`config.mk`:
```
export PLATFORM = sky130hd
export DESIGN_NAME = fan_drive
export DESIGN_NICKNAME = d
export VERILOG_FILES = /design/src/rtl/fan_drive.sv
export SDC_FILE = /design/constraint.sdc
export NUM_CORES = 1
export LEC_CHECK = 0
export CORE_MARGIN = 2
export CORE_UTILIZATION = 26
export CTS_CLUSTER_DIAMETER = 50
export DETAILED_ROUTE_END_ITERATION = 6
export DONT_BUFFER_PORTS = 1
export PLACE_DENSITY = 0.42
export SKIP_LAST_GASP = 1
export SLEW_MARGIN = 20
export SYNTH_ARGS = -nofsm -noshare
export SYNTH_HDL_FRONTEND = slang
export SYNTH_SLANG_ARGS = --single-unit
```
`constraint.sdc`:
```
create_clock -name clk -period 3.6 [get_ports clk]
set_input_delay 0.54 -clock clk [delete_from_list [all_inputs] [get_ports clk]]
set_output_delay 0.54 -clock clk [all_outputs]
set_load 0.005 [all_outputs]
```
`src/rtl/fan_drive.sv`:
```
// Fan PWM driver: 16-slot PWM with full-on spin-up kick and one-slot-per-period ramping.
// Optional tach stall detection is built when FAN_TACH_EN is defined.
module fan_drive #(
  parameter int SLOT_CYC     = 4,
  parameter int KICK_PERIODS = 2,
  parameter int STALL_WIN    = 8
) (
  input  logic       clk,
  input  logic       rst,
  input  logic [3:0] crs,
  output logic       pwm,
  output logic [4:0] duty_o,
  output logic       busy
`ifdef FAN_TACH_EN
  ,
  input  logic       tach,
  output logic       stall
`endif
);

  localparam int SC_W = (SLOT_CYC > 1) ? $clog2(SLOT_CYC) : 1;
  localparam int KC_W = (KICK_PERIODS > 1) ? $clog2(KICK_PERIODS) : 1;

  typedef enum logic [1:0] {IDLE, KICK, RUN} state_t;

  state_t            state, nxt_state;
  logic [SC_W-1:0]   slot_cnt;
  logic [3:0]        slot_idx;
  logic [KC_W-1:0]   kick_cnt, nxt_kick;
  logic [4:0]        nxt_duty, tgt_now, stepped;
  logic              period_end, nxt_busy;

  function automatic logic [4:0] sat_target(input logic [3:0] c);
    return (c > 4'd8) ? 5'd16 : {c, 1'b0};
  endfunction

  function automatic logic [4:0] step_toward(input logic [4:0] d, input logic [4:0] t);
    if (d < t)      return d + 5'd1;
    else if (d > t) return d - 5'd1;
    else            return d;
  endfunction

  assign period_end = (slot_idx == 4'd15) && (slot_cnt == SC_W'(SLOT_CYC - 1));
  assign tgt_now    = sat_target(crs);
  assign stepped    = step_toward(duty_o, tgt_now);

  always_comb begin
    nxt_state = state;
    nxt_duty  = duty_o;
    nxt_kick  = kick_cnt;
    nxt_busy  = busy;
    if (period_end) begin
      case (state)
        IDLE: if (tgt_now != 5'd0) begin
          nxt_state = KICK;
          nxt_kick  = KC_W'(KICK_PERIODS - 1);
          nxt_duty  = 5'd16;
        end
        KICK: begin
          nxt_duty = 5'd16;
          if (kick_cnt == '0) nxt_state = RUN;
          else                nxt_kick  = kick_cnt - KC_W'(1);
        end
        RUN: begin
          nxt_duty = stepped;
          if (stepped == 5'd0) nxt_state = IDLE;
        end
        default: nxt_state = IDLE;
      endcase
      // busy only changes when the target is sampled, i.e. at period end
      nxt_busy = (nxt_state == KICK) ||
                 ((nxt_state == RUN) && (nxt_duty != tgt_now));
    end
  end

  always_ff @(posedge clk) begin
    if (rst) begin
      state    <= IDLE;
      slot_cnt <= '0;
      slot_idx <= '0;
      duty_o   <= '0;
      busy     <= 1'b0;
      kick_cnt <= '0;
    end else begin
      if (slot_cnt == SC_W'(SLOT_CYC - 1)) begin
        slot_cnt <= '0;
        slot_idx <= slot_idx + 4'd1;
      end else begin
        slot_cnt <= slot_cnt + SC_W'(1);
      end
      state    <= nxt_state;
      duty_o   <= nxt_duty;
      kick_cnt <= nxt_kick;
      busy     <= nxt_busy;
    end
  end

  always_comb begin
    case (state)
      KICK:    pwm = 1'b1;
      RUN:     pwm = ({1'b0, slot_idx} < duty_o);
      default: pwm = 1'b0;
    endcase
  end

`ifdef FAN_TACH_EN
  localparam int WIN_W = (STALL_WIN > 1) ? $clog2(STALL_WIN) : 1;

  logic             tach_s1, tach_s2, tach_d, tach_rise;
  logic [7:0]       edge_cnt;
  logic [WIN_W-1:0] win_cnt;

  assign tach_rise = tach_s2 & ~tach_d;

  always_ff @(posedge clk) begin
    if (rst) begin
      tach_s1  <= 1'b0;
      tach_s2  <= 1'b0;
      tach_d   <= 1'b0;
      edge_cnt <= '0;
      win_cnt  <= '0;
      stall    <= 1'b0;
    end else begin
      tach_s1 <= tach;
      tach_s2 <= tach_s1;
      tach_d  <= tach_s2;
      if (state == KICK && nxt_state == RUN) begin
        win_cnt  <= '0;
        edge_cnt <= '0;
      end else if (state == RUN) begin
        if (period_end && win_cnt == WIN_W'(STALL_WIN - 1)) begin
          if (edge_cnt == 8'd0 && duty_o >= 5'd8) stall <= 1'b1;
          win_cnt  <= '0;
          edge_cnt <= '0;
        end else begin
          if (period_end) win_cnt <= win_cnt + WIN_W'(1);
          if (tach_rise && edge_cnt != 8'hFF) edge_cnt <= edge_cnt + 8'd1;
        end
      end
      // entering or sitting in IDLE clears the alarm; takes precedence over a set
      if (nxt_state == IDLE) stall <= 1'b0;
    end
  end
`endif

endmodule

```
# After elaboration in Yosys (flattened, before gate mapping)
# Cells that the tools add are included.
# word_totals
regBits,15
latch_bits,0
ram_bits,0
rom_bits,0
in_bits,6
output_inout_bits,7
wordCells,47
mem_count,0
# classes
n_addsub,5
n_mul,0
n_div,0
order_cmp,4
n_eq_ne,8
shift,0
n_mux,15
bitwise,0
reduce_logical,9
# op_table
operator,n
$mux 5,5
$pmux 5 s3,1
$mux 2,4
$eq 2x2->1 const B,3
$pmux 2 s3,1
$add 5x1->5 const B,1
$gt 5x5->1,1
$logic_not 5->1,1
$lt 4x5->1,1
$lt 5x5->1,1
$ne 5x5->1,1
$reduce_bool 5->1,1
$sub 5x1->5 const B,1
$add 4x1->4 const B,1
$eq 2x1->1 const B,2
$eq 4x4->1 const B,1
$gt 4x4->1 const B,1
$pmux 1 s2,2
$reduce_and 3->1,1
$add 2x1->2 const B,1
$logic_and 1x1->1,2
$logic_not 2->1,1
$mux 1,2
$ne 2x2->1 const B,1
other kinds (4),4

# Longest topological paths before layout
# Gate-level depths: netlist of run 1.
# logic_depth
ltp_word,12
ltp_mapped,12
mapped_depth_nobuf,11

# Worst setup path after synthesis of run 1
# No wires, ideal clock.
# synth_path
kind,input to register
startpoint,input crs[1]
endpoint,register busy
setup_time_ns,0.086
t_arrival_ns,3.003
required_ns,3.514
setup_slack_ns,0.512
stages,11
n_path_buf,0
cell_sequence,nor2b_1 inv_1 ha_1 nor2b_4 o31ai_4 a21oi_2 or4_4 a221oi_4 o221ai_2 o21ba_1 a211oi_1
# synth_via
elab_chain_len,12
elab_cells_between_ends,20
cone_classes,order compare (3); eq/ne (3); mux (10); reduce/logical (4)
# synth_lines
item,line,text
"start, declared",10,"input logic [3:0] crs,"
$gt 4x4->1,34,"return (c > 4'd8) ? 5'd16 : {c, 1'b0};"
$mux 5 (*),34,
$gt 5x5->1,39,else if (d > t) return d - 5'd1;
$mux 5,39,
$mux 5,38,if (d < t) return d + 5'd1;
$logic_not 5->1,66,if (stepped == 5'd0) nxt_state = IDLE;
$mux 2,66,
$pmux 2 s3,53,case (state)
$mux 2,52,if (period_end) begin
$eq 2x2->1,72,((nxt_state == RUN) && (nxt_duty != tgt_now));
$logic_and 1x1->1,72,
$logic_or 1x1->1 (*),71,nxt_busy = (nxt_state == KICK) ||
"end signal, assigned",94,busy <= nxt_busy;
"end, declared",13,output logic busy
# Mark *: on every way between the ends. The rest lies on a longest branch, timed or not. The select of a mux whose other input is x is not followed.
# A chain may end at the register's enable or synchronous reset.

# Worst setup path in the final report of run 1
# Same ends and word-level chain as after synthesis.

==> metrics.txt, run 1 <==
status finished, final reports clean; Post-CTS Resized 0; cts-stage hold buffer count 0; GRT Util Overall 14.0%; antenna violations before repair 0; Yosys cell types 58; Synth Register Bits 15; final WL 4150 um; Critical Setup Path Class primary input to register; slowest library cell on the worst path a2111oi_0; HPWL after detailed placement 3150 um; Crit path buffers/inverters 1; proportion of synthesized chip area in sequential cells 19.8%; pre-CTS WS 0.224 ns; Clock transition at path regs 0.07 ns; global route overflow 0; Diodes inserted 0; crit end category register; crit share post-route 87.8%; Die Span X 80.5 um; # Post-CTS Setup Buffers 0; Worst Tran Pin Value 0.757 ns; final worst setup slack 0.440 ns; Slew headroom 49.3%; FMAX 316 MHz; placed insts 259; cell taking the most area after synthesis dfxtp_1; total CTS buffers 3; ys flop type dfxtp_1; DRT Pass-1 Iters 4; Async S/R FF share, synth 0%; fillers 606; first-pass GRT wire length 6980 um; CTS H-tree depth 1; fin nets 213; DRC viols 0; initial DRC count 76; CTS root buf clkbuf_8; top cell type's share of synthesized area 19.8%; TritonCTS clock tree yes; share of cells above drive strength 1 15.2%; hold slack 0.351 ns; Synth area leaders dfxtp_1 20%, ha_1 12%, o21ai_0 4.9%; VDD IR-drop max 118 uV; Final ANT Viol Nets 0; clk_skew 0.00197 ns; synthesized instance count 189; Leak 0.588 nW; RSZ-0062 raised after global routing no; Final Max Slew Viols 0; drt wl/cell 15.8 um; Final Setup Violations 0; EDFF count, synth 0; CP top delay family compound AO/OA/AOI/OAI gates; worst path arrival time 3.29 ns; worst skew pair latency 0.25 ns; Initial Util 27.3%; # rows 27; Net Count, Synth 210; Tmin final 3.16 ns; power density cells 224 mW/mm2; synth warn 0; average cell area after synthesis 8.04 um2; Hold Violations, Final 0; vias 1,396; commonest cells in the netlist 17 x nor2_1, 15 x dfxtp_1, 15 x ha_1, 15 x nand2_1, 15 x o21ai_0; die area 0.00647 mm2; Fin Setup TNS 0 ns; Ports 13; most numerous cell in the Yosys netlist nor2_1; worst-path maximum fanout 8; vias in the first global route 1,390; number of max-cap violations 0; vias per inst 5.31; Die Y 80.5 um; Hold Path Class primary input to register; WP data required 3.73 ns; Max stage delay on crit path 0.40 ns; Clock Path Buffers 2; Buffers on Ports 0; GPL Wtd Cong 0.810; Startpoint Class primary input; crit-path cells nor2b_1 -> inv_1 -> ha_1 -> nor2b_4 -> o31ai_4 -> a21oi_2 -> a221o_2 -> a2111oi_0 -> o211ai_1 -> o311ai_1 -> a211oi_1; Clock Sinks 15; core area 0.00557 mm2; largest net degree at the start of global routing 18; P&R area growth vs syn 7.98%; final std cells w/o fill 263; synthesized area 0.00152 mm2
## sequential cells by signal (all words and copies together), names as in the netlist
register / flops
slot_cnt: 2
kick_cnt: 1
busy: 1
duty_o: 5
slot_idx: 4
state: 2
## path summary, 6_finish.rpt
path,from,endpoint,slack [ns],depth (start not counted)
setup / recovery,crs[1],busy,0.44,11
hold / removal,rst,kick_cnt,0.35,1
setup reg to reg,duty_o[2],busy,0.81,9
hold reg to reg,slot_cnt[0],slot_cnt[0],0.43,1
## placed cells by master (no fill, tap or decap), drive strengths merged, types with 3 or more instances in the layout
cell type,instances
dfxtp,15
a211oi,3
o21ai,15
inv,13
buf,7
clkbuf,3
ha,15
a21oi,8
nor3,8
nand2b,3
nor2,17
nand2,15
o211ai,4
o21a,3
o311ai,4
nor2b,4
a21o,5
nand3,4
nand4,5
xnor2,3
## per-stage QoR
stage	cell area, um2	power (W)	util, %
floorplan	1520	0.000221	-
global placement	1600	0.000227	28.6
detailed placement	1600	0.000226	28.6
CTS	1640	0.000374	29.5
global route	1640	0.000389	29.5
finish	1640	0.000367	29.5
## logic make-up after synthesis
kind of cell | after synthesis | synth area share (%)
simple gates | 67 | 23.0
buf+inv | 22 | 7.65
compound gates | 63 | 33.0
flops | 15 | 19.8
xor+xnor | 5 | 2.88
fa+ha+maj | 15 | 12.3
mux | 2 | 1.32
## where the power goes
part / switching, W / internal [W] / total [W]
combinational: 0.0000265 / 0.0000236 / 0.0000502
clock: 0.0000682 / 0.0000767 / 0.000145
sequential: 0.00000227 / 0.000170 / 0.000172
## worst reg2reg max path, delay by kind of cell (launching register included)
family,cells,cell delay (ns)
flip-flops,1,0.31
adder cells (fa/ha/maj),1,0.32
AO/OA/AOI/OAI,7,1.90
AND/OR/NAND/NOR,1,0.15
## final cells by class
cell class                      instances  area, um2  area share (%)
Clock inverter                          1       5.00           0.305
Tap cell                               72       90.1            5.49
Inverter                               13       48.8            2.97
Sequential cell                        15        300            18.3
Clock buffer                            3       41.3            2.52
Multi-Input combinational cell        152       1100            67.2
Timing Repair Buffer                    7       52.6            3.20
## routing by layer
metal / vias up / part of all wire (%) / GRT usage [%]
met5: - / 0 / 0
met4: 0 / 0.58 / 2.20
met3: 2 / 4.8 / 3.48
met2: 25 / 46 / 23.4
met1: 666 / 48 / 18.4
li1: 703 / - / -
Note: power is estimated with default switching activity, not from simulation.
==> inputs of run 2 (changes only) <==
MAX_ROUTING_LAYER = met4   (was default)
==> run 2 against run 1 <==
- count of clock-buffer cells in the layout is the same
- final area unchanged
- die area unchanged
- clock power is essentially flat
- critical endpoint unchanged
- largest power group unchanged
==> metrics.txt, run 2 (same netlist as run 1, synthesis figures left out) <==
Startpoint Class primary input; WP data required 3.77 ns (+0.04 ns); worst-path maximum fanout 8 (unchanged); DRC viols 0 (unchanged); worst skew pair latency 0.25 ns (about the same); total CTS buffers 3 (unchanged); Buffers on Ports 0 (unchanged); Ports 13 (unchanged); Hold Violations, Final 0 (unchanged); GRT Util Overall 14.4% (+0.39 points); max FFs per register 5 (unchanged); biggest regs duty_o: 5 flops, slot_idx: 4 flops; RSZ-0062 raised after global routing no; power density cells 224 mW/mm2 (about the same); Worst Tran Pin Value 0.737 ns (-0.0203 ns); Diodes inserted 0 (unchanged); Leak 0.588 nW (unchanged); HPWL after detailed placement 3150 um (unchanged); final WL 4120 um (-0.58%); number of max-cap violations 0 (unchanged); commonest cells after routing, fill and taps aside 17 x nor2_1, 15 x o21ai_0, 15 x nand2_1, 15 x ha_1, 15 x dfxtp_1; Die Span X 80.5 um (unchanged); CTS H-tree depth 1 (unchanged); crit end category register; total chip power 0.000368 W (about the same); crit share post-route 86.9% (-0.90 points); cts-stage hold buffer count 0 (unchanged); clk_skew 0.00142 ns (-0.000545 ns); Clock transition at path regs 0.07 ns (about the same); VDD IR-drop max 119 uV (+0.46%); drt wl/cell 15.7 um (-0.58%); core area 0.00557 mm2 (unchanged); fillers 606 (unchanged); fin nets 213 (unchanged); Tmin final 3.13 ns (-0.0324 ns); Critical Setup Path Class primary input to register; Initial Util 27.3% (unchanged); Clock Sinks 15 (unchanged); # Post-CTS Setup Buffers 0 (unchanged); largest net degree at the start of global routing 18 (unchanged); vias per inst 5.32 (+0.21%); global route overflow 0 (unchanged); Fin Setup TNS 0 ns (unchanged); TritonCTS clock tree yes; status finished, final reports clean; worst path arrival time 3.30 ns (about the same); Slew headroom 50.7% (+1.4 points); placed insts 259 (unchanged); vias 1,399 (+0.21%); Post-CTS Resized 0 (unchanged); GPL Wtd Cong 0.822 (+1.5%); Clock Path Buffers 2 (unchanged); first-pass GRT wire length 6980 um (-0.10%); P&R area growth vs syn 7.98% (unchanged); Most flops, register duty_o; FMAX 320 MHz (+1.0%); Final Max Slew Viols 0 (unchanged); initial DRC count 79 (+3.9%); Die Y 80.5 um (unchanged); Final ANT Viol Nets 0 (unchanged); final std cells w/o fill 263 (unchanged); antenna violations before repair 0 (unchanged); share of cells above drive strength 1 15.2% (unchanged); Hold Path Class primary input to register; pre-CTS WS 0.224 ns (unchanged); vias in the first global route 1,391 (+0.072%); # rows 27 (unchanged); CTS root buf clkbuf_8; Final Setup Violations 0 (unchanged); die area 0.00647 mm2 (unchanged); DRT Pass-1 Iters 5 (+1); final worst setup slack 0.473 ns (+0.0324 ns); commonest non-fill, non-tap cell in the layout nor2_1
-- run 2: critical path: stages --
cell and delay (ns):
nor2b_1 0.26, inv_1 0.12, ha_1 0.32, nor2b_4 0.15, o31ai_4 0.31, a21oi_2 0.20, or4_4 0.52, a221oi_4 0.30
o221ai_2 0.18, o21ba_1 0.19, a211oi_1 0.20
-- run 2: area by class of cell --
| class | count | area, um2 | share of cell area (%) |
|---|---|---|---|
| clock buffer | 3 | 41.3 | 2.52 |
| multi-input combinational | 152 | 1100 | 67.2 |
| sequential | 15 | 300 | 18.3 |
| clock inverter | 1 | 5.00 | 0.305 |
| tap | 72 | 90.1 | 5.49 |
| inverter | 13 | 48.8 | 2.97 |
| timing repair buffer | 7 | 52.6 | 3.20 |
-- run 2: power breakdown --
| group | internal [W] | switching, W | leakage [nW] |
|---|---|---|---|
| combinational | 0.0000236 | 0.0000265 | 0.441 |
| sequential | 0.000170 | 0.00000227 | 0.121 |
| clock | 0.0000768 | 0.0000686 | 0.0255 |
| total | 0.000270 | 0.0000974 | 0.588 |
-- run 2: final timing paths --
check | from | endpoint | slack [ns] | cells past startpoint
setup / recovery | crs[1] | busy | 0.47 | 11
hold / removal | rst | kick_cnt | 0.35 | 1
setup reg to reg | duty_o[2] | busy | 0.84 | 9
hold reg to reg | slot_cnt[0] | slot_cnt[0] | 0.43 | 1
-- run 2: stage by stage --
stage          cell area (um2)  utilization [%]  hold WS [ns]
2_1_floorplan             1520                -         0.404
3_3_place_gp              1600             28.6         0.417
3_5_place_dp              1600             28.6         0.418
4_1_cts                   1640             29.5         0.343
5_1_grt                   1640             29.5         0.339
6_report                  1640             29.5         0.350
-- run 2: layer usage --
layer  track usage (%)  up-vias  part of all wire [%]
li1                  -      704                     -
met1              18.2      664                    48
met2              23.3       29                    46
met3              4.04        2                   5.6
met4              2.20        0                  0.58
met5                 -        -                     0
